==> config.mk <==
export PLATFORM = sky130hd
export DESIGN_NAME = lc3_pipe_controller
export DESIGN_NICKNAME = d
export VERILOG_FILES = /design/src/rtl/lc3_pipe_controller.sv
export SDC_FILE = /design/constraint.sdc
export NUM_CORES = 1
export LEC_CHECK = 0
export ABC_CLOCK_PERIOD_IN_PS = 4400
export CAP_MARGIN = 20
export CORE_ASPECT_RATIO = 1.5
export CORE_MARGIN = 10
export CORE_UTILIZATION = 32
export DETAILED_ROUTE_END_ITERATION = 16
export PLACE_DENSITY_LB_ADDON = 0.3
export SYNTH_ARGS = -nofsm -noshare
export SYNTH_HDL_FRONTEND = slang
export SYNTH_SLANG_ARGS = --single-unit
export TNS_END_PERCENT = 100
==> constraint.sdc <==
create_clock -name clk -period 4.4 [get_ports clk]
set_clock_uncertainty 0.15 [all_clocks]
set_input_delay 1.1 -clock clk [delete_from_list [all_inputs] [get_ports clk]]
set_output_delay 1.1 -clock clk [all_outputs]
set_load 0.005 [all_outputs]
==> src/rtl/lc3_pipe_controller.sv <==
`default_nettype none
// ============================================================================
// Module      : lc3_pipe_controller
// Description : LC3 pipeline sequencer with stage enables, a data-memory FSM,
//               control-transfer stalls and ALU forwarding selects.
// Revision    : 1.0 - initial release
// ============================================================================
module lc3_pipe_controller #(
    parameter int BR_STALL = 3
) (
    input  logic        clk,
    input  logic        rst,
    input  logic        complete_instr,
    input  logic        complete_data,
    input  logic [15:0] Imem_dout,
    input  logic [15:0] IR,
    input  logic [15:0] IR_Exec,
    input  logic [2:0]  NZP,
    output logic        enable_updatePC,
    output logic        enable_fetch,
    output logic        enable_decode,
    output logic        enable_execute,
    output logic        enable_writeback,
    output logic        br_taken,
    output logic        bypass_alu_1,
    output logic        bypass_alu_2,
    output logic [1:0]  mem_state
);

    localparam int CNT_W = (BR_STALL < 2) ? 1 : $clog2(BR_STALL + 1);

    localparam logic [3:0] OP_BR  = 4'b0000;
    localparam logic [3:0] OP_ADD = 4'b0001;
    localparam logic [3:0] OP_LD  = 4'b0010;
    localparam logic [3:0] OP_ST  = 4'b0011;
    localparam logic [3:0] OP_AND = 4'b0101;
    localparam logic [3:0] OP_LDR = 4'b0110;
    localparam logic [3:0] OP_STR = 4'b0111;
    localparam logic [3:0] OP_NOT = 4'b1001;
    localparam logic [3:0] OP_LDI = 4'b1010;
    localparam logic [3:0] OP_STI = 4'b1011;
    localparam logic [3:0] OP_JMP = 4'b1100;
    localparam logic [3:0] OP_LEA = 4'b1110;

    typedef enum logic [1:0] {
        MEM_WRITE    = 2'd0,
        MEM_READ     = 2'd1,
        MEM_INDIRECT = 2'd2,
        MEM_IDLE     = 2'd3
    } mem_state_t;

    mem_state_t        r_state;
    logic [1:0]        r_fill;
    logic [CNT_W-1:0]  r_br_cnt;
    logic              r_exec_prev;
    logic              r_ind_store;

    logic [3:0] w_imem_op;
    logic [3:0] w_ir_op;
    logic [3:0] w_exec_op;
    logic       w_mem_idle;
    logic       w_front_ok;
    logic       w_br_last;
    logic       w_br_idle;
    logic       w_exec_alu;
    logic       w_exec_mem;
    logic       w_unused_bits;

    assign w_imem_op  = Imem_dout[15:12];
    assign w_ir_op    = IR[15:12];
    assign w_exec_op  = IR_Exec[15:12];
    assign w_mem_idle = (r_state == MEM_IDLE);
    assign w_front_ok = complete_instr && w_mem_idle;
    assign w_br_idle  = (r_br_cnt == '0);
    assign w_br_last  = (r_br_cnt == CNT_W'(1));
    assign w_exec_alu = (w_exec_op == OP_ADD) || (w_exec_op == OP_AND) ||
                        (w_exec_op == OP_NOT) || (w_exec_op == OP_LEA);
    assign w_exec_mem = (w_exec_op == OP_LD)  || (w_exec_op == OP_LDR) ||
                        (w_exec_op == OP_LDI) || (w_exec_op == OP_ST)  ||
                        (w_exec_op == OP_STR) || (w_exec_op == OP_STI);
    assign w_unused_bits = &{1'b0, Imem_dout[11:0], IR[11:9], IR[4:3], IR_Exec[8:0]};

    assign mem_state = r_state;

    always_comb begin
        enable_fetch     = (r_fill != 2'd0) && w_front_ok && w_br_idle;
        enable_updatePC  = (r_fill != 2'd0) && w_front_ok && (w_br_idle || w_br_last);
        enable_decode    = (r_fill >= 2'd2) && w_front_ok;
        enable_execute   = (r_fill == 2'd3) && w_mem_idle;
        // Memory ops write back through the FSM only, never from the idle path.
        if (w_mem_idle)
            enable_writeback = r_exec_prev && !w_exec_mem;
        else
            enable_writeback = (r_state == MEM_READ) && complete_data;

        br_taken = 1'b0;
        if (w_mem_idle && w_br_last) begin
            if (w_exec_op == OP_JMP)
                br_taken = 1'b1;
            else if (w_exec_op == OP_BR)
                br_taken = |(NZP & IR_Exec[11:9]);
        end

        bypass_alu_1 = w_exec_alu && (IR_Exec[11:9] == IR[8:6]) &&
                       ((w_ir_op == OP_ADD) || (w_ir_op == OP_AND) || (w_ir_op == OP_NOT) ||
                        (w_ir_op == OP_LDR) || (w_ir_op == OP_STR) || (w_ir_op == OP_JMP));
        bypass_alu_2 = w_exec_alu && (IR_Exec[11:9] == IR[2:0]) && !IR[5] &&
                       ((w_ir_op == OP_ADD) || (w_ir_op == OP_AND));
    end

    always_ff @(posedge clk) begin
        if (rst) begin
            r_state     <= MEM_IDLE;
            r_fill      <= 2'd0;
            r_br_cnt    <= '0;
            r_exec_prev <= 1'b0;
            r_ind_store <= 1'b0;
        end else begin
            if (r_fill != 2'd3)
                r_fill <= r_fill + 2'd1;
            r_exec_prev <= enable_execute;

            // Stall counter freezes while the memory FSM is busy.
            if (w_br_idle) begin
                if (enable_decode && ((w_imem_op == OP_BR) || (w_imem_op == OP_JMP)))
                    r_br_cnt <= CNT_W'(BR_STALL);
            end else if (w_mem_idle) begin
                r_br_cnt <= r_br_cnt - CNT_W'(1);
            end

            case (r_state)
                MEM_IDLE: begin
                    if (r_exec_prev) begin
                        case (w_exec_op)
                            OP_LD, OP_LDR: r_state <= MEM_READ;
                            OP_ST, OP_STR: r_state <= MEM_WRITE;
                            OP_LDI: begin
                                r_state     <= MEM_INDIRECT;
                                r_ind_store <= 1'b0;
                            end
                            OP_STI: begin
                                r_state     <= MEM_INDIRECT;
                                r_ind_store <= 1'b1;
                            end
                            default: r_state <= MEM_IDLE;
                        endcase
                    end
                end
                MEM_INDIRECT: begin
                    if (complete_data)
                        r_state <= r_ind_store ? MEM_WRITE : MEM_READ;
                end
                MEM_READ, MEM_WRITE: begin
                    if (complete_data)
                        r_state <= MEM_IDLE;
                end
                default: r_state <= MEM_IDLE;
            endcase
        end
    end

endmodule
`default_nettype wire

# == Yosys cells after proc, flatten, opt, wreduce, memory -nomap -nowiden ==
# Cells that the tools add are included.
# classes
eq_ne,30
n_reduce_logical,47
addsub,2
mux,14
magnitude_cmp,1
bitwise_logic,1
# op_table
op,count
equality test 4 bit (second input constant),8
equality test 4 x 3 -> 1 bit (second input constant),6
logical AND 1 bit,15
logical OR 1 bit,15
2-to-1 mux 2 bit,6
case mux 2 bit (3 select lines),2
equality test 4 x 1 -> 1 bit (second input constant),2
equality test 4 x 2 -> 1 bit (second input constant),2
zero test 4 bit,2
inequality test 2 bit (second input constant),4
OR reduction 2 bit,4
equality test 2 bit (second input constant),3
equality test 3 bit,2
AND reduction 3 bit,2
nonzero test 2 bit,3
2-to-1 mux 1 bit,5
equality test 2 x 1 -> 1 bit (second input constant),2
zero test 2 bit,2
AND 3 bit,1
OR reduction 3 bit,1
adder 2 x 1 -> 2 bit (second input constant),1
greater-or-equal comparator 2 bit (second input constant),1
zero test 1 bit,2
inequality test 2 x 1 -> 1 bit (second input constant),1
3 further kinds,3
# totals
regBits,8
out_inout_bits,10

# == Depth between registers and ports, before layout ==
# Gate-level depths: netlist (run 1).
# depth
word_depth,9
depth_mapped,5
mapped_depth_nobuf,5

# == Worst setup path before layout (run 1) ==
# OpenSTA, ideal clock, no wires.
# synth_path
kind,input to output
startpoint,in NZP[0]
endpoint,out br_taken
path_buffers,0
slack_ns,1.517
cell_stages,3
arrival_ns,1.633
required_time_ns,3.150
cell_sequence,a222oi_1 or3_1 a21oi_1
# synth_between
elab_chain_len,5
# synth_lines
element,line,text
from (decl),18,"input logic [2:0] NZP,"
AND 3 bit,101,br_taken = |(NZP & IR_Exec[11:9]);
OR reduction 3 bit,101,
2-to-1 mux 1 bit,100,else if (w_exec_op == OP_BR)
2-to-1 mux 1 bit,98,if (w_exec_op == OP_JMP)
2-to-1 mux 1 bit,97,if (w_mem_idle && w_br_last) begin
to (decl),24,"output logic br_taken,"
# No other way between the ends.

# == Final worst setup path (run 1) ==
# layout_path
startpoint,in IR_Exec[10]
endpoint,out br_taken
# layout_between
elab_chain_len,5
# layout_lines
element,line,text
from (decl),17,"input logic [15:0] IR_Exec,"
AND 3 bit,101,
OR reduction 3 bit,101,
2-to-1 mux 1 bit,100,
2-to-1 mux 1 bit,98,
2-to-1 mux 1 bit,97,
# No other way between the ends.

==> results of run 1 <==
-- path summary, 6_finish.rpt --
check	to	slack, ns	cells after the start
worst max-delay path	br_taken	0.39	5
worst min-delay path	r_ind_store	0.32	2
worst max register to register	r_br_cnt[1]	2.86	5
worst min register to register	r_ind_store	0.32	2
-- through the flow --
stage	instances	utilization, %	hold WS [ns]
CTS	140	53.7	0.325
detailed placement	137	52.6	0.317
global placement	137	52.6	0.311
finish	140	53.7	0.323
global route	140	53.7	0.361
floorplan	79	-	0.292
-- per-layer routing --
metal | vias to the layer above | track usage, % | wire (um)
li1 | 370 | - | -
met4 | 0 | 4.25 | 21
met2 | 38 | 15.2 | 996
met1 | 336 | 12.1 | 978
met5 | - | 0 | 0
met3 | 4 | 3.50 | 207
-- area by class of cell --
class	instances	area (sq um)	area share, %
Multi-Input combinational cell	63	475	43.7
Timing Repair Buffer	38	380	34.9
Tap cell	22	27.5	2.53
Sequential cell	8	160	14.7
Clock buffer	3	22.5	2.07
Inverter	6	22.5	2.07
-- cell families after synthesis --
family,count (synthesis)
simple gates,30
compound gates,18
xor+xnor,9
buf+inv,8
flops,8
fa+ha+maj,5
mux,1
-- layout by cell type (no fill, tap or decap), types with 2 or more instances in the layout --
cell              n
nor2_1            6
nor2b_1           3
ha_1              5
a21oi_1           6
inv_1             6
nand4_1           4
xnor2_1           8
clkdlybuf4s50_1  38
nor3b_1           2
nand2_1           4
nor3_1            2
o21a_1            2
dfxtp_1           8
clkbuf_4          3
-- state kept, by name, indices dropped and copies added, names as in the netlist --
name and count:
r_exec_prev 1, r_ind_store 1, r_br_cnt 2, r_fill 2, mem_state 2
-- worst max-delay path, stage by stage --
cell and delay, ns:
clkdlybuf4s50_1 0.55, a222oi_1 0.13, or3_1 0.32, a21oi_1 0.14
clkdlybuf4s50_1 0.52
-- power groups by stage --
stage	combinational, W	clock, W	sequential (W)
5_1_grt	0.000182	0.0000640	0.000101
3_5_place_dp	0.000164	0	0.000100
2_1_floorplan	0.0000991	0	0.0000971
3_3_place_gp	0.000161	0	0.0000994
4_1_cts	0.000166	0.0000589	0.0000987
6_report	0.000163	0.0000575	0.0000986
==> reports/summary.txt, run 1 <==
FF-to-FF Start: r_fill[0]
Number of post-CTS setup repair buffers: 0
Hold_sp: r_ind_store
Worst setup path startpoint: IR_Exec[10]
Synth unique cells: 35
Area growth from synthesis to layout: 60.8%
Warning count from the yosys run: 0
# hold bufs at CTS: 0
# diodes: 0
CP arrival: 2.76 ns
Syn nets: 139
DRT antenna net count: 0
Worst-margin pin slew: 0.397 ns
Async set-reset flop share out of synthesis: 0%
Syn Area/Cell: 8.57 sq um
Post-synth EDFFs: 0
Yosys top cell area share: 23.7%
Mux cell area share after synthesis: 1.48%
Worst-skew pair later-pin latency: 0.26 ns
Largest net degree at the start of global routing: 13
Sequential-to-total area share from yosys stat: 23.7%
Io pins: 65
Setup crit end kind: output pin
Detailed Route Iter0 Violations: 21
Outcome: complete, no violations
Final wirelength: 2.20 mm
Initial core utilization: 33.4%
Setup WS post-layout: 0.391 ns
Worst vdd ir: 179 uV
CTS resizes: 0
Synth Area in Compound Gates: 20.7%
CTS Sinks: 8
Sw power: 0.000104 W
RD Place Congestion: 0.753
Crit path launch type: input port
Ranking of synthesized cells by area: dfxtp_1, xnor2_1, ha_1, a21oi_1, nand4_1
CTS clock-pin slew for the worst setup and hold paths: 0.06 ns
Critical path type: input port to output pin
Post-Synth XOR/XNOR Area: 11.6%
Vias in the first global route: 750
Dpl ws: 0.390 ns
Mapped cell area: 677 sq um
First-pass DRT Iterations: 4
Total power: 0.000320 W
Critical path required time: 3.15 ns
Vias/cell: 5.34
Clk pwr share: 18.0%
Input/output buffers: 38
CTS root buf: clkbuf_4
Hold Path Class: flop to flop
PD cells: 294 mW/mm^2
Wire per inst: 15.7 um
H-tree depth: 1
Fill cells: 195
Reg power frac: 30.8%
Commonest cells in the netlist: dfxtp_1, xnor2_1, a21oi_1, inv_1, nor2_1
Die width: 57.6 um
Initial antenna violation count: 0
Ys flop type: dfxtp_1
Max-slew violation count: 0
Worst-case clock buffer depth: 2
Final setup viols: 0
Final HPWL DP: 1.82 mm
Final period utilization: 91.1%
Layout Nets: 180
Largest family of logic cells by synthesized area: simple AND/OR/NAND/NOR gates
RSZ-0062 raised after global routing: no
Grt ovf: 0
Die H: 76.3 um
Global-route wire length before repair: 3.63 mm
Final count of hold timing violations: 0
CP max FO: 3
Largest area contributor in the netlist: dfxtp_1
Adder-Cell Fraction of Synth Area: 9.24%
Maximum clock frequency: 0.249 GHz
Leak Pwr: 0.411 nW
Layout cells sized above 1: 6.78%
CTS tree: built
Die area: 0.00439 sq mm
Tmin final: 4.01 ns
Total vias in the final route: 748
Synth Instances: 79
Total negative slack: 0 ns
Synth Register Bits: 8
Int Power: 0.000215 W
Simple-gate portion of the synthesized area: 27.2%
Sw frac: 32.6%
Slew margin rel.: 73.5%
Max-cap violations: 0
Row cnt: 20
Cell Area, Placed: 0.00107 sq mm
Combinational cell fraction of total power: 51.1%
CTS Buf Count: 3
DRC: 0
GRT Util Overall: 9.97%
Core Box Area: 0.00203 sq mm
Final instance area: 0.00109 sq mm
Note: power is estimated with default switching activity, not from simulation.
==> run 2: changes to the inputs <==
--- a/config.mk
+++ b/config.mk
@@ -5,11 +5,11 @@
 export SDC_FILE = /design/constraint.sdc
 export NUM_CORES = 1
 export LEC_CHECK = 0
-export ABC_CLOCK_PERIOD_IN_PS = 4400
+export ABC_CLOCK_PERIOD_IN_PS = 4150
 export CAP_MARGIN = 20
 export CORE_ASPECT_RATIO = 1.5
 export CORE_MARGIN = 10
-export CORE_UTILIZATION = 32
+export CORE_UTILIZATION = 29
 export DETAILED_ROUTE_END_ITERATION = 16
 export PLACE_DENSITY_LB_ADDON = 0.3
 export SYNTH_ARGS = -nofsm -noshare
==> constraint.sdc (replaced) <==
create_clock -name clk -period 4.15 [get_ports clk]
set_clock_uncertainty 0.15 [all_clocks]
set_input_delay 1.0375 -clock clk [delete_from_list [all_inputs] [get_ports clk]]
set_output_delay 1.0375 -clock clk [all_outputs]
set_load 0.005 [all_outputs]
==> reports/summary.txt, run 2 (synthesis results as in run 1) <==
Layout Nets: 180 (unchanged)
Row cnt: 21 (+5.0%)
Critical path's most frequent cell: clkdlybuf4s50_1
CTS root buf: clkbuf_4
Leading cell type in the layout, fill and taps excluded: clkdlybuf4s50_1
Grt met2 use: 14.3% (-0.89 points)
CTS clock-pin slew for the worst setup and hold paths: 0.05 ns (about the same)
Worst Path Buf+Inv: 2 (unchanged)
Largest net degree at the start of global routing: 13 (unchanged)
Input/output buffers: 38 (unchanged)
Final wirelength: 2.05 mm (-7.1%)
Grt ovf: 0 (unchanged)
CP arrival: 2.69 ns (-0.07 ns)
Wire per inst: 14.5 um (-7.8%)
CTS resizes: 0 (unchanged)
Area growth from synthesis to layout: 61.0%
Initial antenna violation count: 0 (unchanged)
GR peak layer: met2
Max-slew violation count: 0 (unchanged)
GRT met3 Usage: 4.46% (+0.96 points)
Worst-skew pair later-pin latency: 0.25 ns (about the same)
Io pins: 65 (unchanged)
CTS Buf Count: 3 (unchanged)
CTS Sinks: 8 (unchanged)
Number of post-CTS setup repair buffers: 0 (unchanged)
PD cells: 308 mW/mm^2 (+5.1%)
GRT met1 Usage: 8.70% (-3.4 points)
Final count of hold timing violations: 0 (unchanged)
Vias/cell: 5.28 (-1.1%)
Worst-margin pin slew: 0.377 ns (-0.0201 ns)
Maximum clock frequency: 0.258 GHz
WHS: 0.323 ns (+0.000566 ns)
Setup crit end kind: output pin
Final HPWL DP: 1.73 mm (-4.5%)
Total vias in the final route: 745 (-0.40%)
Die H: 79.2 um (+3.7%)
Detailed Route Iter0 Violations: 27 (+29%)
Die area: 0.00471 sq mm (+7.1%)
# diodes: 0 (unchanged)
Crit path max-delay family: buffers and inverters
Leak Pwr: 0.411 nW (unchanged)
CTS tree: built
DRT antenna net count: 0 (unchanged)
Global-route wire length before repair: 3.26 mm (-10%)
Die width: 59.4 um (+3.3%)
GRT Util Overall: 8.70% (-1.3 points)
Max-cap violations: 0 (unchanged)
Total negative slack: 0 ns (unchanged)
CP max FO: 3 (unchanged)
RSZ-0062 raised after global routing: no
Crit path launch type: input port
Crit-path slowest cell: clkdlybuf4s50_1
Core Box Area: 0.00223 sq mm (+10%)
Worst vdd ir: 222 uV (+24%)
Crit path cell chain: clkdlybuf4s50_1, a222oi_1, or3_1, a21oi_1, clkdlybuf4s50_1
Vias in the first global route: 743 (-0.93%)
Critical path required time: 2.96 ns (-0.19 ns)
Hold Path Class: flop to flop
H-tree depth: 1 (unchanged)
Initial core utilization: 30.3% (-3.1 points)
Commonest non-fill, non-tap cells in the layout: clkdlybuf4s50_1, xnor2_1, dfxtp_1
Outcome: complete, no violations
Slew margin rel.: 74.8% (+1.3 points)
Worst path max stage delay: 0.53 ns (-0.02 ns)
Tmin final: 3.88 ns
First-pass DRT Iterations: 4 (unchanged)
Final period utilization: 93.5%
Total power: 0.000336 W (+5.2%)
Worst-case clock buffer depth: 2 (unchanged)
Layout cells sized above 1: 6.78% (unchanged)
Final setup viols: 0 (unchanged)
RD Place Congestion: 0.696 (-7.5%)
DRC: 0 (unchanged)
Critical path type: input port to output pin
# hold bufs at CTS: 0 (unchanged)
[run 2: cell counts in the layout (fill, tap and decap cells not counted)]
No cell type changed its count.
[run 2: worst paths after layout]
kind         cells past startpoint          end   startpoint  slack (ns)
max                              5     br_taken   IR_Exec[9]        0.27
min                              2  r_ind_store  r_ind_store        0.32
max reg2reg                      5  r_br_cnt[1]    r_fill[0]        2.61
min reg2reg                      2  r_ind_store  r_ind_store        0.32
[run 2: where the power goes]
part            total, W  leakage [nW]  internal (W)  switching (W)
combinational   0.000173         0.332      0.000104      0.0000696
clock          0.0000579        0.0138     0.0000330      0.0000250
sequential      0.000105        0.0657     0.0000917      0.0000133
[run 2: final cells by class]
type                    count  area (sq um)
inverters                   6          22.5
multi-input cells          63           475
fillers                   216          1140
repair buffers             38           380
clock buffers               3          22.5
flip-flops and latches      8           160
well taps                  23          28.8
[run 2: metrics by stage]
step	setup WS, ns	util (%)	area (sq um)	instances
finish	0.269	48.8	1090	141
global route	0.218	48.8	1090	141
CTS	0.269	48.8	1090	141
detailed placement	0.275	47.8	1070	138
global placement	0.268	47.8	1070	138
floorplan	1.39	-	677	79
[run 2: worst register-to-register path, delay by kind of cell, from the launching register on]
family	cells	cell delay, ns
AOI/OAI and AO/OA	3	0.68
DFF	1	0.36
adders and majority gates	1	0.19
buffers and inverters	1	0.07
[run 2: metal layers]
layer	wire length [um]	vias to the layer above
met5	0	-
met4	32	0
met3	249	4
met2	919	36
met1	845	334
li1	-	371
==> run 3: changes to the inputs <==
--- a/config.mk
+++ b/config.mk
@@ -10,6 +10,7 @@
 export CORE_ASPECT_RATIO = 1.5
 export CORE_MARGIN = 10
 export CORE_UTILIZATION = 29
+export CTS_CLUSTER_SIZE = 14
 export DETAILED_ROUTE_END_ITERATION = 16
 export PLACE_DENSITY_LB_ADDON = 0.3
 export SYNTH_ARGS = -nofsm -noshare
==> results of run 3 <==
Same layout as run 2: the final DEF is identical, and so are final timing and power.
